### src/rtl/walk_signal_arbiter_pkg.sv
// Shared types and elaboration-time helpers for the pedestrian walk-signal arbiter.
package walk_pkg;

    typedef enum logic [1:0] {
        IDLE  = 2'd0,
        WALK  = 2'd1,
        CLEAR = 2'd2
    } walk_state_t;

    // Bits needed to hold values 0..v-1, never less than one bit.
    function automatic int clog2_min1(input int v);
        int r;
        r = 0;
        for (int i = 0; i < 31; i++) begin
            if ((1 << i) < v) begin
                r = i + 1;
            end
        end
        return (r < 1) ? 1 : r;
    endfunction

    function automatic int max_int(input int a, input int b);
        return (a > b) ? a : b;
    endfunction

    function automatic int cnt_width(input int walk_len, input int clear_len);
        return clog2_min1(max_int(walk_len, clear_len));
    endfunction

endpackage

### src/rtl/walk_signal_arbiter_rr_pick.sv
// Combinational round-robin picker: first set candidate after last_grant, wrapping modulo N_CH.
module rr_pick #(
    parameter int N_CH  = 2,
    parameter int IDX_W = 1
) (
    input  logic [N_CH-1:0]  cand,
    input  logic [IDX_W-1:0] last_grant,
    output logic [N_CH-1:0]  grant,
    output logic [IDX_W-1:0] grant_idx
);

    int               idx;
    logic [IDX_W-1:0] pos;
    logic             found;

    // Offsets 1..N_CH visit every channel once, last_grant itself last.
    always_comb begin
        grant     = '0;
        grant_idx = '0;
        found     = 1'b0;
        idx       = 0;
        pos       = '0;
        for (int off = 1; off <= N_CH; off++) begin
            idx = int'(last_grant) + off;
            if (idx >= N_CH) begin
                idx = idx - N_CH;
            end
            pos = IDX_W'(idx);
            if (!found && cand[pos]) begin
                found      = 1'b1;
                grant[pos] = 1'b1;
                grant_idx  = pos;
            end
        end
    end

endmodule

### src/rtl/walk_signal_arbiter.sv
// N-channel pedestrian walk controller: latches requests, grants one channel at a time
// through timed WALK then CLEAR phases, serving contenders round-robin.
module walk_signal_arbiter
    import walk_pkg::*;
#(
    parameter int N_CH         = 2,
    parameter int WALK_CYCLES  = 8,
    parameter int CLEAR_CYCLES = 4
) (
    input  logic            clk,
    input  logic            rst_n,
    input  logic [N_CH-1:0] req,
    output logic [N_CH-1:0] walk,
    output logic [N_CH-1:0] clear,
    output logic [N_CH-1:0] pending,
    output logic            busy
);

    localparam int CNT_W = cnt_width(WALK_CYCLES, CLEAR_CYCLES);
    localparam int IDX_W = clog2_min1(N_CH);

    localparam logic [CNT_W-1:0] WALK_LOAD  = CNT_W'(WALK_CYCLES - 1);
    localparam logic [CNT_W-1:0] CLEAR_LOAD = CNT_W'(CLEAR_CYCLES - 1);
    localparam logic [IDX_W-1:0] LAST_RESET = IDX_W'(N_CH - 1);

    walk_state_t      state;
    logic [CNT_W-1:0] cnt;
    logic [IDX_W-1:0] last_grant;

    logic [N_CH-1:0]  cand;
    logic [N_CH-1:0]  pick;
    logic [IDX_W-1:0] pick_idx;
    logic             start_walk;
    logic [N_CH-1:0]  pending_next;

    assign cand = pending | req;

    rr_pick #(
        .N_CH (N_CH),
        .IDX_W(IDX_W)
    ) u_rr_pick (
        .cand      (cand),
        .last_grant(last_grant),
        .grant     (pick),
        .grant_idx (pick_idx)
    );

    // A new WALK starts from IDLE, or straight out of the last CLEAR cycle with no idle gap.
    always_comb begin
        start_walk = 1'b0;
        case (state)
            IDLE:    start_walk = |cand;
            CLEAR:   start_walk = (cnt == '0) && (|cand);
            default: start_walk = 1'b0;
        endcase
    end

    // The walk register is the one-hot of the channel currently in WALK, so it masks its own re-request.
    assign pending_next = (pending | (req & ~walk)) & ~(start_walk ? pick : '0);

    always_ff @(posedge clk or negedge rst_n) begin
        if (!rst_n) begin
            state      <= IDLE;
            cnt        <= '0;
            last_grant <= LAST_RESET;
            walk       <= '0;
            clear      <= '0;
            pending    <= '0;
            busy       <= 1'b0;
        end else begin
            pending <= pending_next;
            if (start_walk) begin
                state      <= WALK;
                cnt        <= WALK_LOAD;
                walk       <= pick;
                clear      <= '0;
                last_grant <= pick_idx;
                busy       <= 1'b1;
            end else begin
                case (state)
                    WALK: begin
                        if (cnt == '0) begin
                            state <= CLEAR;
                            cnt   <= CLEAR_LOAD;
                            clear <= walk;
                            walk  <= '0;
                        end else begin
                            cnt <= cnt - CNT_W'(1);
                        end
                    end
                    CLEAR: begin
                        if (cnt == '0) begin
                            state <= IDLE;
                            clear <= '0;
                            busy  <= 1'b0;
                        end else begin
                            cnt <= cnt - CNT_W'(1);
                        end
                    end
                    default: begin
                        state <= IDLE;
                    end
                endcase
            end
        end
    end

endmodule

### config.mk
export PLATFORM = sky130hd
export DESIGN_NAME = walk_signal_arbiter
export DESIGN_NICKNAME = d
export VERILOG_FILES = /design/src/rtl/walk_signal_arbiter_pkg.sv /design/src/rtl/walk_signal_arbiter_rr_pick.sv /design/src/rtl/walk_signal_arbiter.sv
export SDC_FILE = /design/constraint.sdc
export NUM_CORES = 1
export LEC_CHECK = 0
export BUFFER_PORTS_ARGS = -buffer_cell sky130_fd_sc_hd__buf_4
export CAP_MARGIN = 30
export CORE_ASPECT_RATIO = 1.1
export CORE_UTILIZATION = 30
export CTS_CLUSTER_DIAMETER = 150
export DETAILED_ROUTE_END_ITERATION = 10
export GPL_TIMING_DRIVEN = 0
export PLACE_DENSITY = 0.5
export SLEW_MARGIN = 5
export SYNTH_ARGS = -nofsm -noshare
export SYNTH_HDL_FRONTEND = slang
export SYNTH_SLANG_ARGS = --single-unit
### constraint.sdc
create_clock -name clk -period 2.5 [get_ports clk]
set_clock_uncertainty 0.15 [all_clocks]
set_input_delay 0.75 -clock clk [delete_from_list [all_inputs] [get_ports clk]]
set_output_delay 0.75 -clock clk [all_outputs]
set_load 0.1 [all_outputs]
==> results of run 1 <==
## stage by stage
step           hold slack, ns  worst slack, ns
2_1_floorplan           0.288            0.450
3_3_place_gp            0.304            0.308
3_5_place_dp            0.305            0.350
4_1_cts                 0.142            0.326
5_1_grt                 0.144            0.108
6_report                0.141            0.353
## flip-flops by register name (all words and copies together) (netlist names)
name	flops
busy	1
clear	2
cnt	3
last_grant	1
pending	2
state	2
walk	2
## Yosys cell counts
cell,instances,area (um2)
a2bb2oi_1,1,8.76
dfstp_2,1,26.3
a211oi_1,2,15.0
a21oi_1,5,25.0
o21ai_0,2,10.0
o21ba_2,1,10.0
nor2_1,8,30.0
xnor2_1,1,8.76
clkbuf_1,1,3.75
o31ai_1,1,7.51
or4_4,1,11.3
nand2_1,4,15.0
nor3_1,1,5.00
dfrtp_1,12,300
nor2b_1,3,18.8
nor4_1,2,12.5
buf_2,2,10.0
o22ai_1,2,12.5
buf_1,1,3.75
o32a_1,1,10.0
mux2_2,1,11.3
a221oi_1,1,8.76
nand2b_1,3,18.8
nand3_1,3,15.0
or3_1,2,12.5
nand4b_1,1,8.76
a22o_1,1,8.76
ha_1,3,37.5
a22oi_1,1,7.51
inv_1,8,30.0
## per-layer routing
metal / share of wire / vias to the layer above / track usage
li1: - / 296 / -
met1: 0.50 / 262 / 0.200
met2: 0.45 / 11 / 0.207
met3: 0.036 / 2 / 0.0310
met4: 0.0096 / 0 / 0.0694
met5: 0 / - / 0
## worst max-delay path, cell delays in order (launching register included)
cell	delay, ns
dfrtp_1	0.37
inv_1	0.09
ha_1	0.18
ha_1	0.32
nor2b_1	0.08
clkbuf_1	0.21
nor4_1	0.50
nand4b_1	0.19
## worst paths after layout
kind                       startpoint         end  slack (ns)  cells after the start
max                            cnt[0]     walk[0]        0.35                      7
min                             rst_n      cnt[0]        0.14                      1
max reg2reg                    cnt[0]     walk[0]        0.35                      7
min reg2reg                last_grant  last_grant        0.32                      2
max in group asynchronous       rst_n  last_grant        1.82                      1
min in group clk           last_grant  last_grant        0.32                      2
## layout by cell type (no fill, tap or decap), types with 3 or more instances in the layout
master and count:
ha_1 3, nor2b_1 3, clkbuf_4 3, nand3_1 3, buf_4 10, nand2_1 4
dfrtp_1 12, inv_1 8, a21oi_1 5, nor2_1 8, nand2b_1 3
## layout make-up
cell class | count | area [um2]
Clock buffer | 4 | 26.3
Sequential cell | 13 | 327
Multi-Input combinational cell | 51 | 329
Buffer | 4 | 17.5
Inverter | 8 | 30.0
Timing Repair Buffer | 10 | 75.1
Fill cell | 229 | 1390
Tap cell | 30 | 37.5
## cells by family after synthesis
kind of cell / after synthesis
AOI/OAI and AO/OA: 18
xor gates and xnor gates: 1
adders and majority gates: 3
buffers and inverters: 12
DFF: 13
muxes: 1
and+or+nand+nor: 28
==> results.toml, run 1 <==
[status]
run_status = "finished, final reports clean"

[floorplan]
start_util = 0.315
core_um2 = 2230
die_h_um = 52.8
io_pins = 11
die_area_um2 = 2540
fp.dieW_um = 48.2
placementRows = 18

[global_routing]
grt_overflow_total = 0
grt_pass1_vias = 547
grt_antenna_before_repair = 0
track_usage = 0.145
grt_pass1_wl_um = 2500
grt_start_max_net_pins = 14

[routing]
routed_wl_um = 1460
drt_iter0_drc = 6
drc = 0
ant_nets = 0
first_pass_iters = 3
vias_per_cell = 4.76
wire_per_inst_um = 12.2
num_vias = 571

[cells_and_area]
finish.instance_area_um2 = 842
nets = 98
n_antenna_cell = 0
drive_gt1_frac = 0.211
fin_cells = 120
fin_util = 0.378
area.growth.synth_to_final_pct = 19.8

[clock_tree]
cts_root_buf = "clkbuf_4"
post_cts_resized = 0
post_cts_buffers = 0
clock_sink_count = 13
cts_made_buffers = 3
clk_pin_slew_ns = 0.09
cts_tree = "done"
htree_levels = 1
insertion_delay_ns = 0.28
clockBufferDepth = 2
cts_hold_buf = 0

[sta]
relSlewSlack = 0.589
fin_crit_ns = 2.15
fin_crit_sh = 0.859
worst_pin_slew_ns = 0.611
max_freq_mhz = 466
rsz0062_at_grt = "false"
setup_viol = 0
slew_violations = 0
hold_viol = 0
setup_tns_ns = 0

[critical_path]
cp.required_ns = 2.57
worst-setup-path-type = "reg2reg"
critPathMaxFanout = 9
arrival_ns = 2.22
endpoint_kind = "flop"
cp-start-kind = "flop"

[placed_design]
placed_cell_area_um2 = 816
dp_hpwl_um = 1050
port-buffer-count = 10
dpl.cell_count = 116
place.gp.congestion = 0.687

[yosys]
synth-compound-area-share = 0.176
syn_area_um2 = 703
yosysWarnings = 0
muxShareOfSynthArea = 0.0160
synth.distinct_cells = 30
syn_nets = 83
synth_top_family_by_area = "simple AND/OR/NAND/NOR gates"
synthAdderAreaFrac = 0.0534
synthCells = 76
ys_ff_latch = 13
synth.avg_cell_area_um2 = 9.25
synthSimpleGateAreaFrac = 0.210
yosysSeqAreaShare = 0.464
synth_xor_xnor_area_share = 0.0125

[flow_run]
maxCapViolations = 0

[worst_hold_path]
min_path_type = "in2async"
Power of run 1 is left out: the tool's default activity adds up to more than one toggle a clock period on the data nets, which glitch-free logic cannot reach.
==> run 2: changes to the inputs <==
ABC_AREA = 1   (was default)
==> results.toml, run 2 <==
[floorplan]
placementRows = 17
die_area_um2 = 2460
start_util = 0.329
die_h_um = 51.9
core_um2 = 2060
io_pins = 11
fp.dieW_um = 47.4

[cells_and_area]
drive_gt1_frac = 0.281
area.growth.synth_to_final_pct = 20.1
num-fill-cells = 225
top_register = "cnt"
final_common_cell = "nand2_1"
nets = 104
n_antenna_cell = 0
finish.instance_area_um2 = 816
largest_register_ffs = 3
final_cell_mix = "nand2_1, dfrtp_1, buf_4"

[critical_path]
critPathMaxFanout = 3
path_buf_inv = 1
crit_slowest_cell = "dfrtp_1"
arrival_ns = 0.97
endpoint_kind = "output port"
worst-setup-path-type = "reg2out"
cp.required_ns = 1.60
cp-start-kind = "flop"
slowest_delay_ns = 0.39
crit_chain = "buf_4"
crit_family = "flip-flops"

[worst_hold_path]
min_path_type = "in2async"

[clock_tree]
cts_tree = "done"
clk_pin_slew_ns = 0.09
cts_made_buffers = 3
insertion_delay_ns = 0.28
htree_levels = 1
post_cts_resized = 0
post_cts_buffers = 0
cts_root_buf = "clkbuf_4"
clock_sink_count = 13
clockBufferDepth = 2
cts_hold_buf = 0

[yosys]
synth.most_common_cell = "nand2_1"
yosys-top-cells-area = "dfrtp_1, nand2_1, ha_1"
synthCells = 82
yosysWarnings = 0
ys_ff_latch = 13
syn_area_um2 = 679
synthFlopType = "dfrtp_1"
synthArstFlopShare = 1.00
synth_area_leader_cell = "dfrtp_1"
synth-edff-count = 0
synth.avg_cell_area_um2 = 8.29
synth.top_cell.area_share = 0.442
synth.distinct_cells = 19
yosysSeqAreaShare = 0.481
syn_nets = 89
synth_common_cells = "nand2_1, dfrtp_1, inv_1, nor2_1"

[sta]
worst_pin_slew_ns = 0.442
hold_viol = 0
rsz0062_at_grt = "false"
setup_viol = 0
fin_crit_ns = 1.87
fin_crit_sh = 0.750
slew_violations = 0
setup_tns_ns = 0
max_freq_mhz = 533
relSlewSlack = 0.702

[global_routing]
grt_overflow_total = 0
grt_antenna_before_repair = 0
grt_pass1_wl_um = 2400
track_usage = 0.138
grt_start_max_net_pins = 14
grt_pass1_vias = 556

[routing]
drt_iter0_drc = 14
routed_wl_um = 1290
drc = 0
vias_per_cell = 4.44
ant_nets = 0
num_vias = 550
first_pass_iters = 3
wire_per_inst_um = 10.4

[placed_design]
place.gp.congestion = 0.778
port-buffer-count = 10
dp_hpwl_um = 980
placed_cell_area_um2 = 790

[status]
run_status = "finished, final reports clean"

[flow_run]
maxCapViolations = 0
[run 2: worst paths after layout]
kind,start,endpoint,slack (ns),cells after the start
max,walk[0],walk[0],0.63,1
min,rst_n,pending[0],0.15,1
max reg2reg,cnt[0],pending[0],0.64,9
min reg2reg,clear[0],clear[0],0.33,2
max in group asynchronous,rst_n,last_grant,1.82,1
min in group clk,clear[0],clear[0],0.33,2
[run 2: logic make-up (layout without fill, tap and decap cells)]
logic type / after synthesis / count (layout) / share of synthesized area
buffers and inverters: 14 / 28 / 0.0884
adders and majority gates: 3 / 3 / 0.0553
and+or+nand+nor: 40 / 40 / 0.267
AOI/OAI and AO/OA: 12 / 12 / 0.109
DFF: 13 / 13 / 0.481
[run 2: metrics by stage]
stage	cells	utilization	hold slack [ns]	setup WS, ns
final	124	0.395	0.148	0.625
after global routing	124	0.395	0.140	0.470
after CTS	124	0.395	0.149	0.615
after detailed placement	120	0.383	0.310	0.633
after global placement	120	0.383	0.306	0.624
after floorplan	82	-	0.304	0.666
[run 2: routing by layer]
metal,wire length (um),global-route usage,share of wire,vias to the layer above
met3,42,0.0313,0.033,2
met4,13,0.0714,0.010,0
met5,0,0,0,-
li1,-,-,-,288
met2,557,0.205,0.43,7
met1,672,0.182,0.52,253
[run 2: final cells by class]
class / instances / area, um2 / area share
Multi-Input combinational cell: 55 / 293 / 0.359
Tap cell: 28 / 35.0 / 0.0429
Inverter: 13 / 48.8 / 0.0598
Timing Repair Buffer: 10 / 75.1 / 0.0920
Buffer: 1 / 11.3 / 0.0138
Sequential cell: 13 / 327 / 0.400
Clock buffer: 4 / 26.3 / 0.0322
[run 2: worst register-to-register path: stages, from the launching register on]
cell and delay (ns):
dfrtp_1 0.39, inv_1 0.08, ha_1 0.17, ha_1 0.27, inv_2 0.10, a21oi_4 0.17, nand2_2 0.08, buf_6 0.15
nor2_1 0.14, nor2_1 0.06
Power of run 2 is left out for the same reason.
==> run 3: changes to the inputs <==
ABC_AREA = 0   (was 1)
PLACE_DENSITY = 0.51   (was 0.5)
clock period = 1.7 ns   (was 2.5 ns; I/O delays follow)
==> results.toml, run 3 (same netlist as run 1, synthesis figures left out) <==
[cells_and_area]
largest_register_ffs = 3
multiInputGateArea_um2 = 414
drive_gt1_frac = 0.380
top_register = "cnt"
finish.instance_area_um2 = 962
n_antenna_cell = 0
seqCellArea_um2 = 332
area.growth.synth_to_final_pct = 36.8
nets = 100
num-fill-cells = 222
final_cell_mix = "dfrtp_1, buf_4, nor2_1"
fin_util = 0.432

[floorplan]
die_area_um2 = 2540
die_h_um = 52.8
fp.dieW_um = 48.2
core_um2 = 2230
io_pins = 11
start_util = 0.315
placementRows = 18

[global_routing]
grt_start_max_net_pins = 14
grt_pass1_wl_um = 2750
track_usage = 0.150
grt_pass1_vias = 589
grt_overflow_total = 0
grt_antenna_before_repair = 0

[placed_design]
placed_cell_area_um2 = 845
dp_hpwl_um = 1070
port-buffer-count = 10
place.gp.congestion = 0.722

[clock_tree]
clockBufferDepth = 2
cts_root_buf = "clkbuf_4"
clk_pin_slew_ns = 0.08
clock_sink_count = 13
htree_levels = 1
insertion_delay_ns = 0.27
cts_made_buffers = 3
cts_tree = "done"

[sta]
relSlewSlack = 0.734
slew_violations = 0
fin_crit_ns = 1.69
setup_viol = 0
max_freq_mhz = 592
fin_crit_sh = 0.993
hold_viol = 0
rsz0062_at_grt = "true"
setup_tns_ns = 0
worst_pin_slew_ns = 0.396

[worst_hold_path]
min_path_type = "reg2reg"

[routing]
drc = 0
drt_iter0_drc = 15
ant_nets = 0
first_pass_iters = 3
vias_per_cell = 4.87
routed_wl_um = 1590
wire_per_inst_um = 13.0
num_vias = 594

[status]
run_status = "finished, final reports clean"

[critical_path]
cp-start-kind = "flop"
endpoint_kind = "flop"
slowest_delay_ns = 0.54
arrival_ns = 1.74
crit_family = "simple AND/OR/NAND/NOR gates"
crit_chain = "or4_4 > or3_1 > nand4b_1"
cp.required_ns = 1.76
path_buf_inv = 0
critPathMaxFanout = 5
worst-setup-path-type = "reg2reg"
crit_slowest_cell = "or4_4"

[flow_run]
maxCapViolations = 0
[run 3: final cells by class]
class	instances	share of cell area
inverter	8	0.0312
buffer	3	0.0156
sequential	13	0.345
timing repair buffer	13	0.112
tap	30	0.0390
clock buffer	4	0.0273
multi-input combinational	51	0.430
[run 3: path summary, 6_finish.rpt]
kind	from	end	slack [ns]	depth (start not counted)
max in group asynchronous	rst_n	last_grant	0.71	2
hold reg to reg	last_grant	last_grant	0.32	2
setup reg to reg	pending[0]	walk[0]	0.01	3
min in group asynchronous	rst_n	cnt[1]	0.46	2
setup / recovery	pending[0]	walk[0]	0.01	3
hold / removal	last_grant	last_grant	0.32	2
[run 3: per-stage QoR]
stage | hold slack [ns] | instances | setup WS, ns
2_1_floorplan | 0.0644 | 76 | -0.0675
3_3_place_gp | 0.219 | 116 | -0.202
3_5_place_dp | 0.219 | 116 | -0.197
4_1_cts | 0.322 | 123 | 0.00523
5_1_grt | 0.333 | 122 | -0.0244
6_report | 0.320 | 122 | 0.0118
[run 3: layer usage]
| metal | vias up | global-route usage | routed length, um |
|---|---|---|---|
| met5 | - | 0 | 0 |
| met4 | 0 | 0.0278 | 0 |
| met3 | 0 | 0.0310 | 45 |
| met2 | 9 | 0.209 | 744 |
| met1 | 287 | 0.233 | 795 |
| li1 | 298 | - | - |
[run 3: worst register-to-register path, stage by stage, from the launching register on]
cell	delay [ns]
dfrtp_4	0.51
or4_4	0.54
or3_1	0.33
nand4b_1	0.09
[run 3: what timing repair did]
item | in CTS | in global routing
buffers inserted | 2 | 0
endpoints found under the setup margin | 10 | 11
pin swaps | 2 | 1
endpoints found under the hold margin | 12 | 0
resized for setup | 9 | 9
hold buffers | 1 | 0
Power of run 3 is left out for the same reason.
